**src/rtl/bcd_operand_demux.sv**
```systemverilog
// Serial BCD digit demux: first NDIG digits build operand A, next NDIG build B, then held until acked.
// Optional build macro BCD_DIGIT_SAT_EN: non-BCD digits are stored as 9 instead of their raw value.
module bcd_operand_demux #(
    parameter int NDIG = 2
) (
    input  logic              clk,
    input  logic              rst_n,
    input  logic              clear,
    input  logic [3:0]        din,
    input  logic              din_valid,
    output logic              din_ready,
    output logic [4*NDIG-1:0] a_out,
    output logic [4*NDIG-1:0] b_out,
    output logic              ops_valid,
    input  logic              ops_ack,
    output logic              err
);

    localparam int W  = 4 * NDIG;
    localparam int CW = (NDIG > 1) ? $clog2(NDIG) : 1;

    typedef enum logic [1:0] {LOAD_A, LOAD_B, HOLD} state_t;

    state_t          state, state_nxt;
    logic [CW-1:0]   cnt, cnt_nxt;
    logic            xfer;
    logic            last;
    logic            bad_digit;
    logic [3:0]      digit;

    function automatic logic [3:0] store_digit(input logic [3:0] d);
`ifdef BCD_DIGIT_SAT_EN
        return (d > 4'd9) ? 4'd9 : d;
`else
        return d;
`endif
    endfunction

    // Shifting by a full digit keeps this valid for NDIG=1, where the result is just the new digit.
    function automatic logic [W-1:0] shift_in(input logic [W-1:0] v, input logic [3:0] d);
        logic [W-1:0] t;
        t      = v << 4;
        t[3:0] = d;
        return t;
    endfunction

    assign din_ready = (state != HOLD);
    assign xfer      = din_valid && din_ready;
    assign last      = (cnt == CW'(NDIG - 1));
    assign bad_digit = (din > 4'd9);
    assign digit     = store_digit(din);

    always_comb begin
        state_nxt = state;
        cnt_nxt   = cnt;
        case (state)
            LOAD_A: if (xfer) begin
                cnt_nxt = last ? '0 : cnt + 1'b1;
                if (last) state_nxt = LOAD_B;
            end
            LOAD_B: if (xfer) begin
                cnt_nxt = last ? '0 : cnt + 1'b1;
                if (last) state_nxt = HOLD;
            end
            HOLD: if (ops_ack) state_nxt = LOAD_A;
            default: begin
                state_nxt = LOAD_A;
                cnt_nxt   = '0;
            end
        endcase
    end

    always_ff @(posedge clk or negedge rst_n) begin
        if (!rst_n) begin
            state     <= LOAD_A;
            cnt       <= '0;
            a_out     <= '0;
            b_out     <= '0;
            ops_valid <= 1'b0;
            err       <= 1'b0;
        end else if (clear) begin
            state     <= LOAD_A;
            cnt       <= '0;
            a_out     <= '0;
            b_out     <= '0;
            ops_valid <= 1'b0;
            err       <= 1'b0;
        end else begin
            state     <= state_nxt;
            cnt       <= cnt_nxt;
            ops_valid <= (state_nxt == HOLD);
            if (xfer && state == LOAD_A) a_out <= shift_in(a_out, digit);
            if (xfer && state == LOAD_B) b_out <= shift_in(b_out, digit);
            // The first A digit of a frame restarts the sticky error flag.
            if (xfer) begin
                if (state == LOAD_A && cnt == '0) err <= bad_digit;
                else if (bad_digit)               err <= 1'b1;
            end
        end
    end

endmodule

```
**config.mk**
```make
export PLATFORM = sky130hd
export DESIGN_NAME = bcd_operand_demux
export DESIGN_NICKNAME = d
export VERILOG_FILES = /design/src/rtl/bcd_operand_demux.sv
export SDC_FILE = /design/constraint.sdc
export NUM_CORES = 1
export LEC_CHECK = 0
export ABC_AREA = 1
export CORE_MARGIN = 5
export CORE_UTILIZATION = 33
export DETAILED_ROUTE_END_ITERATION = 8
export PLACE_DENSITY = 0.56
export SYNTH_ARGS = -nofsm -noshare
export SYNTH_HDL_FRONTEND = slang
export SYNTH_SLANG_ARGS = --single-unit
```
**constraint.sdc**
```tcl
create_clock -name clk -period 1.1 [get_ports clk]
set_input_delay 0.22 -clock clk [delete_from_list [all_inputs] [get_ports clk]]
set_output_delay 0.22 -clock clk [all_outputs]
set_load 0.05 [all_outputs]
```
# Yosys cells after proc, flatten, opt, wreduce, memory -nomap -nowiden
# Index checks and enable logic that the tools add are counted.
# W data, S select, Z words.
totals:
  ff_bits: 21
  input_bits: 9
  output_inout_bits: 19
  elab_cells: 47
op_classes:
  add_sub_neg: 1
  magnitude_cmp: 1
  n_eq_ne: 6
  mux: 20
  bitwise_logic: 1
  n_reduce_logical: 12
ops:
  columns: ["cell", "count"]
  rows:
  - ["$mux W8", 4]
  - ["$mux W2", 6]
  - ["$mux W1", 8]
  - ["$pmux W2 S3", 1]
  - ["$reduce_bool A2 Y1", 3]
  - ["$eq A2 B2 Y1 const B", 2]
  - ["$gt A4 B4 Y1 const B", 1]
  - ["$logic_and A1 B1 Y1", 4]
  - ["$ne A2 B2 Y1 const B", 2]
  - ["$reduce_and A2 Y1", 2]
  - ["$ne A3 B1 Y1 const B", 1]
  - ["$reduce_bool A3 Y1", 1]
  - ["$eq A2 B1 Y1 const B", 1]
  - ["$logic_not A2 Y1", 1]
  - ["$pmux W1 S2", 1]
  - ["$reduce_or A2 Y1", 1]
  - ["$add A1 B1 Y1 const B", 1]
  - ["$not A1 Y1", 1]

# Longest topological paths before layout
logic_depth:
  word_depth: 6
  mapped_depth: 5
  depth_no_buf: 5

# Worst setup path after synthesis
# Ideal clock, no wire load.
synth_path:
  kind: "reg-to-reg"
  from: "reg state[0]"
  to: "reg cnt"
  setup_ps: 120
  t_arrival_ps: 1129
  required_time_ps: 980
  setup_slack_ps: -149
  path_stages_with_launch: 5
  path_buffers: 0
  synth_period_minus_slack_ps: 1249
  cell_sequence: "dfrtp_1 -> inv_1 -> nand2_1 -> a21oi_1 -> nor2_1"
synth_via:
  elab_chain_cells: 4
  word_cells_on_any_way: 11
  classes_between: "eq/ne (5); mux (2); reduce/logical (4)"
synth_rtl:
  columns: ["element", "line", "rtl"]
  rows:
  - ["start, declared", "24", "state_t state, state_nxt;"]
  - ["start signal, assigned", "89", "state <= state_nxt;"]
  - ["$ne A2 B2 Y1", "47", "assign din_ready = (state != HOLD);"]
  - ["named net din_ready", "11", "output logic din_ready,"]
  - ["$logic_and A1 B1 Y1", "48", "assign xfer = din_valid && din_ready;"]
  - ["$ne A3 B1 Y1 (no source line)", null, null]
  - ["$reduce_and A2 Y1 (no source line)", null, null]
  - ["end signal, assigned", "90", "cnt <= cnt_nxt;"]
  - ["end, declared", "25", "logic [CW-1:0] cnt, cnt_nxt;"]
# The timed path passes the listed nets, and every way through them passes these cells.
# A chain may end at the register's enable or synchronous reset.

# Worst setup path after layout
layout_path:
  from: "reg state[0]"
  to: "out din_ready"
layout_via:
  elab_chain_cells: 1
layout_rtl:
  columns: ["element", "line"]
  rows:
  - ["$ne A2 B2 Y1", "47"]
  - ["end, declared", "11"]
# No other way between the ends.

==> flow_summary.ini <==
[run_status]
status = complete, but fails checks
violations = negative setup slack

[timing]
slew_headroom_pct = 69.5
drv_slew = 0
finalSetupTns_ps = -1170
fin_crit_sh_pct = 113
worst_slack_ps = -144
fmax_ghz = 0.804
fin_worst_skew_ps = 3.83
setup_viol = 29
rsz0062_at_grt = yes
period_minus_slack_ps = 1240
hold_viol_final = 0
worstMarginPinSlew_ps = 458

[clock_network]
htreeDepth = 1
clk_pin_slew_ps = 120
clkLatencyLatePin_ps = 320
cts_buffers = 3
cts.sinks = 21
cts_tree = yes
cts-root-buf = clkbuf_4
clk_path_buf_depth = 2

[final_layout]
antenna_cells = 0
layout-drive-gt1-share_pct = 31.7
multiInputGateArea_um2 = 402
mostFrequentLayoutCell = nand2_1
seqCellArea_um2 = 527
finalNetCount = 177
instances_no_fill = 198
final_cell_mix = nand2_1, buf_12, dfrtp_1, buf_4, nand3_1
fillers = 257
syn2layout_area_growth_pct = 71.6
stdcell_area_um2 = 1680

[place]
dpl_cell_area_um2 = 1540
place_inst = 184
preCtsSetupSlack_ps = -337
place.gp.congestion = 0.864
numPortBuffers = 27
place_hpwl_mm = 1.76

[worst_setup_path]
worst-path-buf-inv = 2
crit_slowest_cell = dfrtp_1
cp_top_family = flip-flops
reg2reg_slack_ps = -80
path_cells = inv_2, nand2_4, buf_12
crit_arrival_ps = 1020
critPathMaxStageDelay_ps = 420
path_class = reg2out
worst_setup_path_start_kind = flip-flop
cp_data_required_time_ps = 880
cp-end-kind = primary output
worstPathMaxFanout = 2

[detailed_routing]
first_pass_iters = 4
wirelength_mm = 2.57
drt-initial-drc-count = 30
vias = 949
routedWlPerCell_um = 13.0
drtAntennaViolNets = 0
drc_errors = 0
via_per_inst = 4.79

[synth]
yosys_register_bits = 21
yosysTopAreaCell = dfrtp_1
ys_types = 16
yosysTopAreaCellShare_pct = 53.7
avgSynthCellArea_um2 = 8.09
synthesis.nets = 130
ys_seq_area_share_pct = 53.7
yosys_warnings = 0
syn_area_um2 = 978
syn_inst = 121
synthTopCellsByArea = dfrtp_1, nand2_1, nand3_1

[floorplan]
die_x_um = 64.5
num_rows = 19
die_h_um = 64.5
initial_core_util_pct = 34.9
top_level_ports = 28
core_um2 = 2810
die-area_um2 = 4150

[job]
maxCapViolations = 0

[global_routing]
grt_max_degree = 22
overflow = 0
grt_pass1_wl_mm = 4.33
antenna_found_initial = 0
grt_pass1_vias = 951
grt_usage_pct = 13.6

[power_and_ir_drop]
p_leak_nw = 0.866
ir_drop_v = 0.000799
power.density_nw_per_um2 = 982

[worst_hold_path]
hp-class = in2async
routing by layer:
metal  vias to the layer above  track usage [%]  wire length [um]
met5                         -                0                 0
met4                         0             5.54                46
met3                         6             5.01               144
met2                        26             21.6              1200
met1                       441             16.6              1180
li1                        476                -                 -
registers in the layout (all words and copies together), names as in the netlist:
register and count:
state 2, cnt 1, b_out 8, ops_valid 1
err 1, a_out 8
per-stage QoR:
stage | power (mW) | hold WS (ps) | utilization [%]
after floorplan | 1.01 | -75.6 | -
after global placement | 1.22 | 520 | 55.0
after detailed placement | 1.23 | 532 | 55.0
after CTS | 1.64 | 240 | 59.5
after global routing | 1.73 | 220 | 59.9
final | 1.65 | 231 | 59.9
layout make-up:
cell class | instances | share of cell area [%]
repair buffers | 45 | 37.1
inverters | 15 | 3.65
flip-flops and latches | 21 | 31.4
well taps | 31 | 2.31
clock buffers | 3 | 1.34
multi-input cells | 82 | 23.9
clock inverters | 1 | 0.298
Yosys cell counts:
library cell	count
clkbuf_8	1
nor2_4	1
nand3_1	13
o21ai_0	1
buf_2	2
nor2_1	12
inv_2	1
nand3b_1	2
inv_1	14
a21oi_1	4
buf_4	1
nand4_1	6
nand2_2	1
nand3_2	1
nand2_1	40
dfrtp_1	21
cell families after synthesis:
| group | count (synthesis) | share of synthesized area, % |
|---|---|---|
| AO/OA/AOI/OAI | 5 | 2.56 |
| buffers and inverters | 19 | 8.95 |
| flip-flops | 21 | 53.7 |
| AND/OR/NAND/NOR | 76 | 34.8 |
worst paths after layout:
kind                          start   endpoint  cells past startpoint
setup / recovery           state[0]  din_ready                      3
setup reg to reg           state[1]   state[0]                      7
hold reg to reg                 cnt        cnt                      2
max in group asynchronous     rst_n   state[1]                      2
hold / removal                rst_n  ops_valid                      2
min in group clk             din[0]   b_out[0]                      5
power by group:
| group | internal (mW) | switching (mW) |
|---|---|---|
| Combinational | 0.197 | 0.222 |
| Sequential | 0.800 | 0.0304 |
| Clock | 0.137 | 0.263 |
timing repair:
item | 4_1_cts | 5_1_grt
hold buffers | 0 | 0
hold endpoints to repair | 0 | 0
pin swaps | 2 | 5
endpoints found under the setup margin | 26 | 39
resized for setup | 9 | 5
cloned | 1 | 0
setup buffers | 9 | 1
Note: power is estimated with default switching activity, not from simulation.
